==> config.mk <==
export PLATFORM = sky130hd
export DESIGN_NAME = vga_scanout
export DESIGN_NICKNAME = d
export VERILOG_FILES = /design/src/rtl/vga_timing_pkg.sv /design/src/rtl/vga_timing.sv /design/src/rtl/vga_scanout.sv
export SDC_FILE = /design/constraint.sdc
export NUM_CORES = 1
export LEC_CHECK = 0
export CORE_MARGIN = 8
export CORE_UTILIZATION = 47
export DETAILED_ROUTE_END_ITERATION = 10
export GPL_TIMING_DRIVEN = 0
export PLACE_DENSITY_LB_ADDON = 0.05
export SYNTH_ARGS = -nofsm -noshare
export SYNTH_HDL_FRONTEND = slang
export SYNTH_HIERARCHICAL = 1
export SYNTH_SLANG_ARGS = --single-unit
==> constraint.sdc <==
create_clock -name clk -period 4.5 [get_ports clk]
set_clock_uncertainty 0.2 [all_clocks]
set_input_delay 0.9 -clock clk [delete_from_list [all_inputs] [get_ports clk]]
set_output_delay 0.9 -clock clk [all_outputs]
set_load 0.02 [all_outputs]
==> src/rtl/vga_timing_pkg.sv <==
// Default 640x480@60 timing constants and derived frame geometry shared by
// the scanout datapath and its timing generator.
package vga_timing_pkg;

  localparam int unsigned DEF_HVIS    = 640;
  localparam int unsigned DEF_HFP     = 16;
  localparam int unsigned DEF_HSYNC   = 96;
  localparam int unsigned DEF_HBP     = 48;
  localparam int unsigned DEF_VVIS    = 480;
  localparam int unsigned DEF_VFP     = 10;
  localparam int unsigned DEF_VSYNC   = 2;
  localparam int unsigned DEF_VBP     = 33;

  localparam int unsigned DEF_HT      = DEF_HVIS + DEF_HFP + DEF_HSYNC + DEF_HBP;
  localparam int unsigned DEF_VT      = DEF_VVIS + DEF_VFP + DEF_VSYNC + DEF_VBP;

  localparam int unsigned DEF_DWIDTH  = 16;
  localparam int unsigned DEF_AWIDTH  = 15;
  localparam int unsigned DEF_COLOR_W = 8;

  localparam int unsigned WPL         = DEF_HVIS / DEF_DWIDTH;

  function automatic int unsigned words_per_line(input int unsigned hvis,
                                                 input int unsigned dwidth);
    return hvis / dwidth;
  endfunction

endpackage

==> src/rtl/vga_timing.sv <==
// Horizontal/vertical counters with undelayed sync, visible-area and
// frame-start decode.
module vga_timing
  import vga_timing_pkg::*;
#(
  parameter int unsigned HVIS  = DEF_HVIS,
  parameter int unsigned HFP   = DEF_HFP,
  parameter int unsigned HSYNC = DEF_HSYNC,
  parameter int unsigned HBP   = DEF_HBP,
  parameter int unsigned VVIS  = DEF_VVIS,
  parameter int unsigned VFP   = DEF_VFP,
  parameter int unsigned VSYNC = DEF_VSYNC,
  parameter int unsigned VBP   = DEF_VBP,
  localparam int unsigned HT   = HVIS + HFP + HSYNC + HBP,
  localparam int unsigned VT   = VVIS + VFP + VSYNC + VBP,
  localparam int unsigned HW   = $clog2(HT),
  localparam int unsigned VW   = $clog2(VT)
) (
  input  logic          clk_i,
  input  logic          reset_n_i,
  output logic [HW-1:0] h_o,
  output logic [VW-1:0] v_o,
  output logic          hsync_o,
  output logic          vsync_o,
  output logic          vis_o,
  output logic          frame_start_o
);

  logic [HW-1:0] h_q, h_d;
  logic [VW-1:0] v_q, v_d;
  logic          hold_q;

  // Counters park at (0,0) for every clock that follows a reset edge, so the
  // first clock after the first non-reset edge is a clean frame start.
  always_comb begin
    h_d = h_q;
    v_d = v_q;
    if (!hold_q) begin
      if (h_q == HW'(HT - 1)) begin
        h_d = '0;
        v_d = (v_q == VW'(VT - 1)) ? '0 : v_q + VW'(1);
      end else begin
        h_d = h_q + HW'(1);
      end
    end
  end

  always_ff @(posedge clk_i) begin
    if (!reset_n_i) begin
      h_q    <= '0;
      v_q    <= '0;
      hold_q <= 1'b1;
    end else begin
      h_q    <= h_d;
      v_q    <= v_d;
      hold_q <= 1'b0;
    end
  end

  assign h_o           = h_q;
  assign v_o           = v_q;
  assign hsync_o       = !hold_q && (h_q >= HW'(HVIS + HFP)) && (h_q < HW'(HVIS + HFP + HSYNC));
  assign vsync_o       = !hold_q && (v_q >= VW'(VVIS + VFP)) && (v_q < VW'(VVIS + VFP + VSYNC));
  assign vis_o         = !hold_q && (h_q < HW'(HVIS)) && (v_q < VW'(VVIS));
  assign frame_start_o = !hold_q && (h_q == '0) && (v_q == '0);

endmodule

==> src/rtl/vga_scanout.sv <==
// Read-side video RAM master: fetches 1bpp words, serialises them MSB-first
// and emits pixel/sync/blank two clocks behind the timing counters.
module vga_scanout
  import vga_timing_pkg::*;
#(
  parameter int unsigned DWIDTH    = DEF_DWIDTH,
  parameter int unsigned AWIDTH    = DEF_AWIDTH,
  parameter int unsigned COLOR_W   = DEF_COLOR_W,
  parameter int unsigned HVIS      = DEF_HVIS,
  parameter int unsigned HFP       = DEF_HFP,
  parameter int unsigned HSYNC     = DEF_HSYNC,
  parameter int unsigned HBP       = DEF_HBP,
  parameter int unsigned VVIS      = DEF_VVIS,
  parameter int unsigned VFP       = DEF_VFP,
  parameter int unsigned VSYNC     = DEF_VSYNC,
  parameter int unsigned VBP       = DEF_VBP,
  parameter bit          HSYNC_POL = 1'b0,
  parameter bit          VSYNC_POL = 1'b0
) (
  input  logic               clk,
  input  logic               reset_n,
  input  logic [AWIDTH-1:0]  base_addr,
  input  logic [COLOR_W-1:0] fg,
  input  logic [COLOR_W-1:0] bg,
  output logic               re,
  output logic [AWIDTH-1:0]  raddr,
  input  logic [DWIDTH-1:0]  rdata,
  output logic [COLOR_W-1:0] pixel,
  output logic               hsync,
  output logic               vsync,
  output logic               blank,
  output logic               frame_start
);

  localparam int unsigned HT    = HVIS + HFP + HSYNC + HBP;
  localparam int unsigned VT    = VVIS + VFP + VSYNC + VBP;
  localparam int unsigned HW    = $clog2(HT);
  localparam int unsigned VW    = $clog2(VT);
  localparam int unsigned WB    = $clog2(DWIDTH);
  localparam int unsigned WPL_L = words_per_line(HVIS, DWIDTH);

  logic [HW-1:0]      h;
  logic [VW-1:0]      v;
  logic               hs_raw, vs_raw, vis_raw;
  logic               h_last, v_vis;
  logic [AWIDTH-1:0]  line_base_q, line_base_d, raddr_q, fetch_addr;
  logic               re_q;
  logic [DWIDTH-1:0]  shift_q, shift_d;
  logic [1:0]         hs_q, vs_q, blank_q;

  vga_timing #(
    .HVIS (HVIS),
    .HFP  (HFP),
    .HSYNC(HSYNC),
    .HBP  (HBP),
    .VVIS (VVIS),
    .VFP  (VFP),
    .VSYNC(VSYNC),
    .VBP  (VBP)
  ) u_timing (
    .clk_i        (clk),
    .reset_n_i    (reset_n),
    .h_o          (h),
    .v_o          (v),
    .hsync_o      (hs_raw),
    .vsync_o      (vs_raw),
    .vis_o        (vis_raw),
    .frame_start_o(frame_start)
  );

  assign h_last = (h == HW'(HT - 1));
  assign v_vis  = (v < VW'(VVIS));
  assign re     = vis_raw && (h[WB-1:0] == '0);

  // The first fetch of a frame shares the clock in which base_addr is
  // latched, so it bypasses line_base_q.
  assign fetch_addr = (frame_start ? base_addr : line_base_q) + AWIDTH'(h >> WB);
  assign raddr      = re ? fetch_addr : raddr_q;

  always_comb begin
    line_base_d = line_base_q;
    if (frame_start) begin
      line_base_d = base_addr;
    end else if (h_last && v_vis) begin
      line_base_d = line_base_q + AWIDTH'(WPL_L);
    end
    shift_d = re_q ? rdata : {shift_q[DWIDTH-2:0], 1'b0};
  end

  always_ff @(posedge clk) begin
    if (!reset_n) begin
      line_base_q <= '0;
      raddr_q     <= '0;
      re_q        <= 1'b0;
      shift_q     <= '0;
      hs_q        <= '0;
      vs_q        <= '0;
      blank_q     <= '1;
    end else begin
      line_base_q <= line_base_d;
      raddr_q     <= raddr;
      re_q        <= re;
      shift_q     <= shift_d;
      hs_q        <= {hs_q[0], hs_raw};
      vs_q        <= {vs_q[0], vs_raw};
      blank_q     <= {blank_q[0], ~vis_raw};
    end
  end

  assign hsync = hs_q[1] ? HSYNC_POL : ~HSYNC_POL;
  assign vsync = vs_q[1] ? VSYNC_POL : ~VSYNC_POL;
  assign blank = blank_q[1];
  assign pixel = blank_q[1] ? '0 : (shift_q[DWIDTH-1] ? fg : bg);

endmodule

Word-level counts from Yosys, hierarchy flattened
Cells that the tools add are included.
{"block": "totals", "inputBits": 49, "out_inout_bits": 28, "reg_bits": 74}
{"block": "classes", "addsub": 4, "n_lt_le_gt_ge": 6, "bitwise": 2, "n_mux": 12, "n_eq_ne": 2, "n_reduce_logical": 17}
{"cell": "15-bit 2-to-1 mux", "n": 4}
{"cell": "10-bit by 1-bit adder with 10-bit output (second input constant)", "n": 2}
{"cell": "10-bit == test (second input constant)", "n": 2}
{"cell": "10-bit zero test", "n": 2}
{"cell": "10-bit < comparator (second input constant)", "n": 2}
{"cell": "10-bit by 9-bit < comparator with 1-bit output (second input constant)", "n": 2}
{"cell": "10-bit 2-to-1 mux", "n": 2}
{"cell": "16-bit 2-to-1 mux", "n": 1}
{"cell": "8-bit 2-to-1 mux", "n": 2}
{"cell": "15-bit by 6-bit adder with 15-bit output", "n": 1}
{"cell": "15-bit by 6-bit adder with 15-bit output (second input constant)", "n": 1}
{"cell": "10-bit greater-or-equal comparator (second input constant)", "n": 1}
{"cell": "10-bit by 9-bit greater-or-equal comparator with 1-bit output (second input constant)", "n": 1}
{"cell": "1-bit logical AND", "n": 10}
{"cell": "4-bit zero test", "n": 1}
{"cell": "2-bit AND reduction", "n": 2}
{"cell": "1-bit 2-to-1 mux", "n": 3}
{"cell": "1-bit NOT", "n": 2}
{"cell": "2-bit nonzero test", "n": 1}
{"cell": "1-bit zero test", "n": 1}

Longest topological paths before layout
{"block": "logic_depth", "ltp_word": 6, "depth_mapped": 17}

By module
The synthesis kept the hierarchy.
{"mod": "vga_scanout", "cells_each": 341, "seq_area_each_um2": 1061.0, "area_each_um2": 2921.6, "instances": 1}
{"mod": "vga_timing", "cells_each": 134, "seq_area_each_um2": 420.4, "area_each_um2": 1138.6, "instances": 1}

Least setup slack after synthesis
Ideal clock, no wire load.
{"block": "synth_path", "path_type": "register to output", "startpoint": "register u_timing.v_q[3] (netlist: u_timing/v_o[3])", "endpoint": "output port raddr[11]", "stages_incl_launch_ff": 13, "path_buffers": 4, "path_slack_ns": -1.054, "arrival_ns": 4.454, "t_required_ns": 3.400, "path_cell_list": "dfxtp_1 > clkbuf_1 > or4_1 > nor3_1 > buf_4 > buf_2 > buf_1 > mux2_2 > ha_1 > nor2_1 > or2_2 > o31a_1 > o31ai_1"}
{"block": "synth_via", "elab_chain_cells": 5}
{"item": "start, declared", "line_no": "vga_timing.sv:30", "source": "logic [VW-1:0] v_q, v_d;"}
{"item": "start signal, assigned", "line_no": "vga_timing.sv:55", "source": "v_q <= v_d;"}
{"item": "10-bit zero test", "line_no": "vga_timing.sv:65", "source": "assign frame_start_o = !hold_q && (h_q == '0) && (v_q == '0);"}
{"item": "1-bit logical AND", "line_no": "vga_timing.sv:65"}
{"item": "named net frame_start", "line_no": "vga_scanout.sv:32", "source": "output logic frame_start"}
{"item": "15-bit 2-to-1 mux", "line_no": "vga_scanout.sv:77", "source": "assign fetch_addr = (frame_start ? base_addr : line_base_q) + AWIDTH'(h >> WB);"}
{"item": "15-bit by 6-bit adder with 15-bit output", "line_no": "vga_scanout.sv:77"}
{"item": "15-bit 2-to-1 mux", "line_no": "vga_scanout.sv:78", "source": "assign raddr = re ? fetch_addr : raddr_q;"}
{"item": "end, declared", "line_no": "vga_scanout.sv:26", "source": "output logic [AWIDTH-1:0] raddr,"}
The timed path passes the listed nets, and every way through them passes these cells.

Worst setup path in the final report
{"block": "layout_path", "startpoint": "register u_timing.h_q[0] (netlist: u_timing/h_o[0])", "endpoint": "output port raddr[12]"}
{"block": "layout_via", "elab_chain_cells": 6}
{"item": "start, declared", "line_no": "vga_timing.sv:29", "source": "logic [HW-1:0] h_q, h_d;"}
{"item": "start signal, assigned", "line_no": "vga_timing.sv:50", "source": "h_q <= '0;"}
{"item": "start signal, assigned", "line_no": "vga_timing.sv:54", "source": "h_q <= h_d;"}
{"item": "10-bit zero test", "line_no": "vga_timing.sv:65"}
{"item": "1-bit logical AND (2 in a row)", "line_no": "vga_timing.sv:65"}
{"item": "15-bit 2-to-1 mux", "line_no": "vga_scanout.sv:77"}
{"item": "15-bit by 6-bit adder with 15-bit output", "line_no": "vga_scanout.sv:77"}
{"item": "15-bit 2-to-1 mux (*)", "line_no": "vga_scanout.sv:78"}
Every way passes the cells marked *; elsewhere a longest branch is shown, timed or not.

==> impl_metrics.csv <==
group,metric,value,unit
status,status,"finished with violations",
status,violations,"setup timing",
power,p_per_area,304,mW/mm2
critical_path,critPathLaunchType,"flop",
critical_path,crit_required,3.40,ns
synthesis,synthArstFlopShare,0,
synthesis,syn_avg_cell_area,8.55,um2
synthesis,synth-edff-count,0,
place,placed_cells_incl_taps,659,
critical_path,r2r_cells,20,
global_routing,grt_pass1_vias,3863,
synthesis,syn_nets,537,
synthesis,ys_dominant_reg_cell,"dfxtp_1",
critical_path,max_stage_delay,0.38,ns
critical_path,cp_max_fo,6,
floorplanning,fp.coreArea,0.00855,mm2
timing,min_period_over_period,1.03,
final_layout,design_area,0.00586,mm2
critical_path,path_class,"flop to output port",
critical_path,crit_chain,"inv_4 > ha_4 > nor4b_4 > nand4_1 > nor3_4 > buf_12 > mux2_4 > ha_4 > inv_2 > fa_2 > nor2b_4 > o2111a_2 > o211a_1 > mux2i_2 > nand2_2 > buf_6",
place,hpwl,8000,um
timing,grt_setup_unrepaired,"true",
global_routing,grt_overflow_total,0,
global_routing,grt_max_degree,15,
synthesis,ys_ff_latch,74,
drt,wl_per_cell,16.6,um
synthesis,synth_area,0.00406,mm2
timing,worst_slack,-0.142,ns
timing,setup_violations,8,
cts,cts_made_buffers,9,
final_layout,final_cell_mix,"dfxtp_1, clkdlybuf4s50_1, nor2_1",
floorplanning,rows,34,
final_layout,nFillCells,658,
critical_path,arrival,3.54,ns
floorplanning,die_h,109,um
cts,cts-root-buf,"clkbuf_8",
drt,routed_wl,11700,um
timing,maxSlewHeadroom,0.566,
timing,worstMarginPinSlew,0.651,ns
min_path,hold_depth,1,
final_layout,nNetsFinal,650,
global_routing,grt_antenna_before_repair,0,
synthesis,yosysWarnings,6,
cts,htree_levels,3,
floorplanning,design.portCount,77,
timing,fmax,215,MHz
place,globalplace.congestion,0.862,
power,ir_worst_vdd,0.000193,V
drt,via_per_inst,5.57,
cts,cts_tree,"done",
critical_path,cp_common_cell,"ha_4",
timing,hold_violations,0,
critical_path,slowest_stage,"fa_2",
floorplanning,die_area,0.0119,mm2
global_routing,grt_pass1_wl,19000,um
min_path,hp-class,"flop to flop",
global_routing,grt_use_total,0.200,
cts,clkSinkCount,74,
final_layout,antenna_cells,0,
drt,dr.pass1.iters,5,
drt,final_antenna_net_count,0,
synthesis,ys_seq_area_frac,0.365,
floorplanning,start_util,0.475,
synthesis,ys_types,62,
drt,drc,0,
power,power.leakage,2.27,nW
timing,final.hold.worst_slack,0.223,ns
power,power.total,0.00178,W
final_layout,stdcell_count,701,
drt,drt_iter0_drc,280,
place,io_buffers,76,
final_layout,syn_to_final_growth,44.3,%
cts,clk_pin_slew,0.08,ns
drt,vias,3904,
final_layout,drive_gt1_frac,0.234,
cts,clk_path_buf_depth,2,
synthesis,syn_inst,475,
critical_path,endpoint_kind,"output port",
timing,maxSlewViolCount,0,
flow_run,maxCapViolCount,0,
floorplanning,die_w,109,um
place,dpl_cell_area,0.00509,mm2
cts,clock_latency,0.35,ns
timing,fin_crit,4.64,ns
## cells in the mapped netlist, types with 6 or more instances
cell type	n	area, um2
dfxtp_1	74	1480
nand3_1	15	75.1
a21oi_1	20	100
and3_1	6	37.5
mux2i_1	34	340
nand2_1	43	161
and2_1	16	100
xor2_1	10	87.6
clkbuf_1	14	52.6
nand4_1	7	43.8
inv_1	18	67.6
nor2_1	53	199
ha_1	12	150
nor4_1	9	56.3
o21ai_0	27	135
xnor2_1	18	158
nor3_1	7	35.0
## where the power goes
part           switching, W  internal [W]  leakage (nW)
Combinational      0.000208      0.000220          1.54
Clock              0.000272      0.000374         0.124
Sequential        0.0000220      0.000686         0.611
## worst max-delay path: cells and delay by family, from the launching register on
kind	cells	cell delay, ns
AO/OA/AOI/OAI	2	0.44
buffers and inverters	4	0.39
adder cells (fa/ha/maj)	3	0.62
flip-flops	1	0.37
multiplexers	2	0.41
AND/OR/NAND/NOR	5	0.92
## layer usage
metal / vias to the layer above / global-route usage / wire length, um
met1: 1860 / 0.260 / 5450
met4: 0 / 0.0802 / 184
met2: 117 / 0.315 / 5300
met5: - / 0 / 0
li1: 1910 / - / -
met3: 17 / 0.0426 / 732
## registers in the layout, summed over array words and instances, names as in the netlist
| signal | count |
|---|---|
| line_base_q | 15 |
| hs_q | 2 |
| re_q | 1 |
| raddr_q | 15 |
| u_timing/v_o | 10 |
| u_timing/hold_q | 1 |
| blank_q | 2 |
| vs_q | 2 |
| shift_q | 16 |
| u_timing/h_o | 10 |
## metrics by stage
step / utilization / TNS, ns / worst slack [ns]
5_1_grt: 0.685 / -2.14 / -0.281
3_3_place_gp: 0.596 / -9.43 / -0.897
2_1_floorplan: - / -0.00316 / -0.00316
3_5_place_dp: 0.596 / -9.50 / -0.892
6_report: 0.685 / -0.457 / -0.142
4_1_cts: 0.661 / -0.245 / -0.120
## path summary, 6_finish.rpt
path,start,endpoint,slack (ns)
hold reg to reg,blank_q[0],blank_q[1],0.22
setup reg to reg,u_timing/h_o[0],raddr_q[13],0.51
hold / removal,blank_q[0],blank_q[1],0.22
setup / recovery,u_timing/h_o[0],raddr[12],-0.14
## area by class of cell
cell class                 instances  area (um2)  area share
sequential                        74        1510       0.258
multi-input combinational        358        2720       0.465
buffer                            20         123      0.0209
inverter                          19        76.3      0.0130
clock inverter                     7         125      0.0214
timing repair buffer             106        1040       0.177
tap                              108         135      0.0231
clock buffer                       9         124      0.0211
## repair_timing
action | in CTS | in global routing
pin swaps | 21 | 23
gates cloned | 2 | 0
hold buffers | 0 | 0
buffers inserted | 20 | 8
gates resized for setup | 90 | 51
setup endpoints to repair | 15 | 13
## cells by family (layout without fill, tap and decap cells)
family | after synthesis | count (layout) | synth area share
multiplexers | 39 | 39 | 0.0977
buffers and inverters | 43 | 161 | 0.0478
AO/OA/AOI/OAI | 86 | 86 | 0.136
flip-flops | 74 | 74 | 0.365
adder cells (fa/ha/maj) | 13 | 13 | 0.0419
XOR/XNOR | 28 | 28 | 0.0604
AND/OR/NAND/NOR | 192 | 192 | 0.252
No activity file was read; power rests on OpenSTA's default activity.
